[config.mk]
export PLATFORM = sky130hd
export DESIGN_NAME = multicycle_ctrl
export DESIGN_NICKNAME = d
export VERILOG_FILES = /design/src/rtl/multicycle_ctrl.sv
export SDC_FILE = /design/constraint.sdc
export NUM_CORES = 1
export LEC_CHECK = 0
export BUFFER_PORTS_ARGS = -buffer_cell sky130_fd_sc_hd__buf_2
export CAP_MARGIN = 20
export CORE_UTILIZATION = 49
export CTS_CLUSTER_DIAMETER = 30
export DETAILED_ROUTE_END_ITERATION = 7
export PLACE_DENSITY = 0.87
export SLEW_MARGIN = 10
export SYNTH_ARGS = -nofsm -noshare
export SYNTH_HDL_FRONTEND = slang
export SYNTH_SLANG_ARGS = --single-unit
[constraint.sdc]
create_clock -name clk -period 3.21 [get_ports clk]
set_input_delay 0.4815 -clock clk [delete_from_list [all_inputs] [get_ports clk]]
set_output_delay 0.4815 -clock clk [all_outputs]
set_load 0.01 [all_outputs]
[src/rtl/multicycle_ctrl.sv]
// multicycle_ctrl: Moore-FSM control unit for the multicycle ARM-subset core.
// Define MULTICYCLE_CTRL_PERF_EN to add the InstrRetired retired-instruction counter.
module multicycle_ctrl (
  input  logic        clk,
  input  logic        reset,
  input  logic [3:0]  Cond,
  input  logic [1:0]  Op,
  input  logic [5:0]  Funct,
  input  logic [3:0]  Rd,
  input  logic [3:0]  ALUFlags,
  output logic        PCWrite,
  output logic        MemWrite,
  output logic        RegWrite,
  output logic        IRWrite,
  output logic        AdrSrc,
  output logic        ALUSrcA,
  output logic [1:0]  ALUSrcB,
  output logic [1:0]  ResultSrc,
  output logic [1:0]  ImmSrc,
  output logic [1:0]  RegSrc,
  output logic [1:0]  ALUControl
`ifdef MULTICYCLE_CTRL_PERF_EN
  ,
  output logic [31:0] InstrRetired
`endif
);

  typedef enum logic [3:0] {
    S_FETCH, S_DECODE, S_MEMADR, S_MEMRD, S_MEMWB,
    S_MEMWR, S_EXECR, S_EXECI, S_ALUWB, S_BRANCH
  } state_e;

  state_e     state, state_next;
  logic [3:0] flags;          // {N,Z,C,V}
  logic       cond_ex;
  logic       reg_w, mem_w, ir_w, next_pc, branch, alu_dec;
  logic [1:0] alu_decoded;
  logic       cmd_valid;
  logic [1:0] flag_w;
  logic [3:0] cmd;
  logic       s_bit;
  logic       n_f, z_f, c_f, v_f;

  assign cmd   = Funct[4:1];
  assign s_bit = Funct[0];
  assign {n_f, z_f, c_f, v_f} = flags;

  // Condition evaluated against the stored flags, so an instruction never sees
  // its own flag update.
  always_comb begin
    case (Cond)
      4'b0000: cond_ex = z_f;
      4'b0001: cond_ex = ~z_f;
      4'b0010: cond_ex = c_f;
      4'b0011: cond_ex = ~c_f;
      4'b0100: cond_ex = n_f;
      4'b0101: cond_ex = ~n_f;
      4'b0110: cond_ex = v_f;
      4'b0111: cond_ex = ~v_f;
      4'b1000: cond_ex = c_f & ~z_f;
      4'b1001: cond_ex = ~c_f | z_f;
      4'b1010: cond_ex = (n_f == v_f);
      4'b1011: cond_ex = (n_f != v_f);
      4'b1100: cond_ex = ~z_f & (n_f == v_f);
      4'b1101: cond_ex = z_f | (n_f != v_f);
      4'b1110: cond_ex = 1'b1;
      default: cond_ex = 1'b0;
    endcase
  end

  always_comb begin
    cmd_valid = 1'b1;
    case (cmd)
      4'b0100: alu_decoded = 2'b00;
      4'b0010: alu_decoded = 2'b01;
      4'b0000: alu_decoded = 2'b10;
      4'b1100: alu_decoded = 2'b11;
      default: begin
        alu_decoded = 2'b00;
        cmd_valid   = 1'b0;
      end
    endcase
  end

  // C and V only follow the ALU for arithmetic commands.
  assign flag_w = {s_bit, s_bit & ((cmd == 4'b0100) | (cmd == 4'b0010))};

  // NOTE: every signal driven here gets a default first so no path leaves it
  // unassigned; otherwise synthesis would infer a latch.
  always_comb begin
    state_next = state;
    ir_w       = 1'b0;
    next_pc    = 1'b0;
    reg_w      = 1'b0;
    mem_w      = 1'b0;
    branch     = 1'b0;
    alu_dec    = 1'b0;
    AdrSrc     = 1'b0;
    ALUSrcA    = 1'b0;
    ALUSrcB    = 2'b00;
    ResultSrc  = 2'b00;
    case (state)
      S_FETCH: begin
        ir_w       = 1'b1;
        next_pc    = 1'b1;
        ALUSrcA    = 1'b1;
        ALUSrcB    = 2'b10;
        ResultSrc  = 2'b10;
        state_next = S_DECODE;
      end
      S_DECODE: begin
        ALUSrcA   = 1'b1;
        ALUSrcB   = 2'b10;
        ResultSrc = 2'b10;
        case (Op)
          2'b01:   state_next = S_MEMADR;
          2'b00:   state_next = Funct[5] ? S_EXECI : S_EXECR;
          2'b10:   state_next = S_BRANCH;
          default: state_next = S_FETCH;
        endcase
      end
      S_MEMADR: begin
        ALUSrcB    = 2'b01;
        state_next = Funct[0] ? S_MEMRD : S_MEMWR;
      end
      S_MEMRD: begin
        AdrSrc     = 1'b1;
        state_next = S_MEMWB;
      end
      S_MEMWB: begin
        ResultSrc  = 2'b01;
        reg_w      = 1'b1;
        state_next = S_FETCH;
      end
      S_MEMWR: begin
        AdrSrc     = 1'b1;
        mem_w      = 1'b1;
        state_next = S_FETCH;
      end
      S_EXECR: begin
        alu_dec    = 1'b1;
        state_next = S_ALUWB;
      end
      S_EXECI: begin
        ALUSrcB    = 2'b01;
        alu_dec    = 1'b1;
        state_next = S_ALUWB;
      end
      S_ALUWB: begin
        reg_w      = cmd_valid;
        state_next = S_FETCH;
      end
      S_BRANCH: begin
        ALUSrcB    = 2'b01;
        ResultSrc  = 2'b10;
        branch     = 1'b1;
        state_next = S_FETCH;
      end
      default: state_next = S_FETCH;
    endcase
  end

  assign ALUControl = alu_dec ? alu_decoded : 2'b00;
  assign ImmSrc     = Op;
  assign RegSrc     = {Op == 2'b01, Op == 2'b10};

  // Write enables are masked by reset so an aborted instruction cannot commit.
  assign IRWrite  = ~reset & ir_w;
  assign RegWrite = ~reset & reg_w & cond_ex;
  assign MemWrite = ~reset & mem_w & cond_ex;
  assign PCWrite  = ~reset & (next_pc | (branch & cond_ex) |
                              (reg_w & cond_ex & (Rd == 4'hF)));

  // NOTE: sequential state uses non-blocking assignments so every register
  // samples pre-edge values regardless of statement order.
  always_ff @(posedge clk) begin
    if (reset) begin
      state <= S_FETCH;
      flags <= 4'b0000;
    end else begin
      state <= state_next;
      if (alu_dec && cond_ex) begin
        if (flag_w[1]) flags[3:2] <= ALUFlags[3:2];
        if (flag_w[0]) flags[1:0] <= ALUFlags[1:0];
      end
    end
  end

`ifdef MULTICYCLE_CTRL_PERF_EN
  logic retire;
  assign retire = (state == S_MEMWB) | (state == S_MEMWR) |
                  (state == S_ALUWB) | (state == S_BRANCH);

  always_ff @(posedge clk) begin
    if (reset)       InstrRetired <= 32'd0;
    else if (retire) InstrRetired <= InstrRetired + 32'd1;
  end
`endif

endmodule
==> results.sh, run 1 <==
export IMPL_status="finished, final reports clean"
export IMPL_use_met2_pct=37.0
export IMPL_ioPinCount=38
export IMPL_ys_flop_type="dfxtp_1"
export IMPL_die_area_sq_um=1860
export IMPL_synthAdderAreaFrac_pct=0
export IMPL_synthMuxAreaShare_pct=7.23
export IMPL_layout_drive_gt1_share_pct=31.7
export IMPL_synth_top_cell_area_share_pct=19.3
export IMPL_cts_tree="yes"
export IMPL_clkLatencyLatePin_ns=0.25
export IMPL_synth_edf_count=0
export IMPL_yosysMostFrequentCell="nor2_1"
export IMPL_post_route_min_period_ns=2.40
export IMPL_timing_fmax_ghz=0.417
export IMPL_final_setup_skew_ns=0.00457
export IMPL_cts_hold_buf=0
export IMPL_cp_required_ns=2.73
export IMPL_grt_max_degree=19
export IMPL_dr_total_vias=872
export IMPL_cts_root_buf="clkbuf_4"
export IMPL_rows=14
export IMPL_core_area_sq_um=1540
export IMPL_hold_viol_final=0
export IMPL_fin_util_pct=64.9
export IMPL_startpoint="flags[3]$_SDFFE_PP0P_"
export IMPL_use_met1_pct=26.8
export IMPL_rsz0062_at_grt="no"
export IMPL_synth_area_leaders="dfxtp_1, mux2i_1, nand2b_1, nor3_1, nor2_1"
export IMPL_cts_resized_gates=0
export IMPL_wl_microns=1870
export IMPL_crit_type="reg -> out"
export IMPL_cts_inserted_buffers=3
export IMPL_yosysWarnings=0
export IMPL_p_leak_nw=0.439
export IMPL_placedCellCount=152
export IMPL_grtUsageMet3_pct=1.28
export IMPL_worst_slew_pin_transition_ns=0.578
export IMPL_synth_cells=108
export IMPL_cts_htree_levels=1
export IMPL_end_kind="primary output"
export IMPL_r2r_start="state[1]$_SDFF_PP0_"
export IMPL_setup_viol=0
export IMPL_grt_pass1_vias=774
export IMPL_worstPathMaxFanout=6
export IMPL_syn_area_sq_um=831
export IMPL_drt_initial_drc_count=22
export IMPL_post_synth_num_cell_types=40
export IMPL_min_path_type="in -> reg"
export IMPL_synth_compound_area_share_pct=18.5
export IMPL_ir_drop_mv=0.228
export IMPL_antenna_found_initial=0
export IMPL_synth_top_family_by_area="simple AND/OR/NAND/NOR gates"
export IMPL_cts_sinks=8
export IMPL_synth_top_area_cell="dfxtp_1"
export IMPL_yosysSeqAreaShare_pct=19.3
export IMPL_viasPerCell=5.63
export IMPL_drc=0
export IMPL_critPathLaunchType="register"
export IMPL_numPortBuffers=37
export IMPL_drt_first_pass_iters=4
export IMPL_arrival_ns=1.92
export IMPL_dp_hpwl_microns=1510
export IMPL_post_route_period_util_pct=74.7
export IMPL_grt_most_used_layer="met2"
export IMPL_slew_violations=0
export IMPL_yosys_top_cells_count="nor2_1, nand2b_1, nor3_1"
export IMPL_cap_violations=0
export IMPL_synth_seq_cells=8
export IMPL_power_density_nw_per_um2=275
export IMPL_synthArstFlopShare_pct=0
export IMPL_syn_area_per_cell_sq_um=7.69
export IMPL_yosys_area_share_simple_pct=40.8
export IMPL_start_util_pct=53.9
export IMPL_post_drt_wl_per_cell_microns=12.1
export IMPL_n_antenna_cell=0
export IMPL_fp_dieH_microns=43.2
export IMPL_grt_pass1_wl_microns=3050
export IMPL_min_delay_start="ALUFlags[3]"
export IMPL_final_nets=163
export IMPL_drtAntennaViolNets=0
export IMPL_gp_congestion=0.741
export IMPL_fp_dieW_microns=43.2
export IMPL_clk_pin_slew_ns=0.06
export IMPL_syn_to_final_growth_pct=20.5
export IMPL_layout_cells_non_filler=155
export IMPL_cts_setup_buffers=0
export IMPL_synthXorXnorAreaFrac_pct=6.33
export IMPL_grt_overflow_total=0
export IMPL_tns_ns=0
export IMPL_syn_nets=130
export IMPL_grt_total_usage_pct=20.8
export IMPL_slew_headroom_pct=61.4
export IMPL_cts_buffer_depth=2
-- critical path, stage by stage, from the launching register on --
cell and delay [ns]:
dfxtp_1 0.42, xor2_1 0.21, o221ai_1 0.16, o311ai_2 0.31, a31oi_1 0.19, and4b_1 0.24
buf_2 0.13
-- metrics by stage --
stage	hold WS [ns]	setup WS (ns)	power [mW]	cell area [sq um]
floorplan	0.476	1.13	0.170	831
global placement	0.499	0.922	0.198	978
CTS	0.493	0.828	0.276	1000
detailed placement	0.516	0.859	0.202	978
finish	0.492	0.812	0.276	1000
global route	0.508	0.696	0.292	1000
-- path summary, 6_finish.rpt --
path	endpoint	slack, ns	cells past startpoint
worst min register to register	flags[0]$_SDFFE_PP0P_	0.52	2
worst max-delay path	MemWrite	0.81	6
worst max register to register	flags[0]$_SDFFE_PP0P_	1.39	5
worst min-delay path	flags[3]$_SDFFE_PP0P_	0.49	3
-- power by group --
group	leakage [nW]	internal [mW]	switching, mW
Combinational	0.360	0.0415	0.0458
Sequential	0.0650	0.103	0.0108
Clock	0.0138	0.0427	0.0323
-- final cells by class --
cell class              count  area (sq um)
clock buffers               3          22.5
flip-flops and latches      8           160
inverters                   2          7.51
fillers                   150           541
multi-input cells          89           606
well taps                  16          20.0
repair buffers             37           185
-- sequential cells by signal, indices dropped and copies added, names as in the netlist --
register / count
flags: 4
state: 4
-- logic make-up after synthesis --
| kind of cell | count (synthesis) |
|---|---|
| DFF | 8 |
| xor gates and xnor gates | 6 |
| and+or+nand+nor | 56 |
| buffers and inverters | 11 |
| muxes | 6 |
| AOI/OAI and AO/OA | 21 |
-- metal layers --
layer | part of all wire [%] | wire [microns]
met1 | 46 | 868
met4 | 0 | 0
met5 | 0 | 0
met3 | 3.3 | 62
met2 | 50 | 940
-- placed cells by master, fill, tap and decap left out, drive strengths merged, types with 2 or more instances in the layout --
master / n
xor2: 4
nor2: 10
nor3b: 3
a31oi: 5
mux2i: 6
clkbuf: 3
nand3b: 2
dfxtp: 8
inv: 2
nand2: 6
nor2b: 4
nand4bb: 2
xnor2: 2
nand3: 2
buf: 37
or2b: 2
nor4b: 2
nor3: 9
nand2b: 9
a21oi: 4
No activity file was read; power rests on OpenSTA's default activity.
==> inputs of run 2 (changes only) <==
- CORE_UTILIZATION: 49 -> 46
- PLACE_DENSITY: 0.87 -> 0.83
- clock period: 3.21 -> 2.4 ns (I/O delays scaled with it)
==> results.sh, run 2 (synthesis results as in run 1) <==
export IMPL_status="finished, final reports clean"
export IMPL_numPortBuffers=37
export IMPL_final_cell_mix="buf_2, nor2_1, nand2b_1, nor3_1"
export IMPL_dr_total_vias=911
export IMPL_grt_max_degree=18
export IMPL_grt_total_usage_pct=21.6
export IMPL_antenna_found_initial=0
export IMPL_setup_viol=0
export IMPL_reg_top3="flags (4), state (4)"
export IMPL_worstPathMaxFanout=3
export IMPL_cts_hold_buf=0
export IMPL_end_kind="primary output"
export IMPL_dp_hpwl_microns=1620
export IMPL_layout_drive_gt1_share_pct=33.6
export IMPL_worstPathCellList="xor2_1 > o221ai_1 > o311ai_2 > a31oi_1 > and4b_1 > buf_2"
export IMPL_fp_dieH_microns=44.5
export IMPL_gp_congestion=0.787
export IMPL_fp_dieW_microns=44.5
export IMPL_critPathLaunchType="register"
export IMPL_cts_setup_buffers=0
export IMPL_use_met2_pct=39.1
export IMPL_fin_util_pct=64.1
export IMPL_clk_pin_slew_ns=0.05
export IMPL_grt_most_used_layer="met2"
export IMPL_min_path_type="in -> reg"
export IMPL_final_area_sq_um=1020
export IMPL_hold_viol_final=0
export IMPL_cts_buffer_depth=2
export IMPL_n_antenna_cell=0
export IMPL_ir_drop_mv=0.297
export IMPL_post_route_period_util_pct=94.0
export IMPL_grt_pass1_wl_microns=3270
export IMPL_rsz0062_at_grt="no"
export IMPL_slew_violations=0
export IMPL_tns_ns=0
export IMPL_post_route_min_period_ns=2.26
export IMPL_crit_type="reg -> out"
export IMPL_arrival_ns=1.90
export IMPL_cts_sinks=8
export IMPL_drtAntennaViolNets=0
export IMPL_grt_pass1_vias=795
export IMPL_grtUsageMet3_pct=1.63
export IMPL_wl_microns=2030
export IMPL_core_area_sq_um=1590
export IMPL_drt_initial_drc_count=13
export IMPL_clkLatencyLatePin_ns=0.24
export IMPL_cp_required_ns=2.04
export IMPL_final_setup_skew_ns=0.00111
export IMPL_final_nets=164
export IMPL_p_leak_nw=0.446
export IMPL_hold_ws_ns=0.374
export IMPL_rows=14
export IMPL_drt_first_pass_iters=4
export IMPL_use_met1_pct=27.1
export IMPL_crit_buf_inv=1
export IMPL_cts_htree_levels=1
export IMPL_viasPerCell=5.55
export IMPL_drc=0
export IMPL_slew_headroom_pct=74.3
export IMPL_cts_inserted_buffers=3
export IMPL_critPathTopFamily="compound AO/OA/AOI/OAI gates"
export IMPL_crit_slowest_cell="dfxtp_1"
export IMPL_post_drt_wl_per_cell_microns=12.4
export IMPL_placedInstanceArea_sq_um=996
export IMPL_ioPinCount=38
export IMPL_syn_to_final_growth_pct=22.9
export IMPL_cts_tree="yes"
export IMPL_timing_fmax_ghz=0.443
export IMPL_die_area_sq_um=1980
export IMPL_cts_resized_gates=0
export IMPL_worst_slew_pin_transition_ns=0.384
export IMPL_layout_commonest_cell="buf_2"
export IMPL_grt_overflow_total=0
export IMPL_start_util_pct=52.1
export IMPL_cts_root_buf="clkbuf_4"
export IMPL_max_stage_delay_ns=0.39
export IMPL_power_density_nw_per_um2=361
export IMPL_cap_violations=0
==> run 2: changes by cell type in the layout (fill, tap and decap cells not counted), sizes merged <==
cell | before | now
buf | 37 | 38
==> run 2: final timing paths <==
check | slack, ns | end | cells after the start | startpoint
max reg2reg | 0.77 | flags[0]$_SDFFE_PP0P_ | 5 | flags[0]$_SDFFE_PP0P_
min | 0.37 | flags[1]$_SDFFE_PP0P_ | 3 | ALUFlags[1]
max | 0.14 | MemWrite | 6 | flags[0]$_SDFFE_PP0P_
min reg2reg | 0.53 | flags[1]$_SDFFE_PP0P_ | 2 | flags[1]$_SDFFE_PP0P_
==> run 2: layer usage <==
layer	share of wire, %	wire length (microns)
met5	0	0
met2	51	1040
met4	0.39	8
met1	45	918
met3	3.3	67
==> run 2: cell type report <==
type | instances | area [sq um]
timing repair buffer | 38 | 193
multi-input combinational | 89 | 606
tap | 24 | 30.0
fill | 149 | 573
sequential | 8 | 163
clock buffer | 3 | 22.5
inverter | 2 | 7.51
==> run 2: where the power goes <==
part	leakage (nW)	internal (mW)	total [mW]	switching (mW)
clock network	0.0138	0.0568	0.0965	0.0396
logic	0.366	0.0568	0.124	0.0672
registers	0.0660	0.138	0.148	0.0102
==> run 2: stage by stage <==
| stage | power, mW | instances | setup WS (ns) |
|---|---|---|---|
| floorplan | 0.227 | 108 | 0.564 |
| global placement | 0.268 | 161 | 0.355 |
| detailed placement | 0.274 | 161 | 0.286 |
| CTS | 0.373 | 164 | 0.0966 |
| global route | 0.394 | 164 | 0.0585 |
| finish | 0.368 | 164 | 0.145 |
==> run 2: worst reg2reg max path, cell delays in order (launching register included) <==
cell      delay (ns)
dfxtp_1         0.39
xor2_1          0.20
o221ai_1        0.18
o311ai_2        0.34
a31oi_1         0.24
mux2i_1         0.16
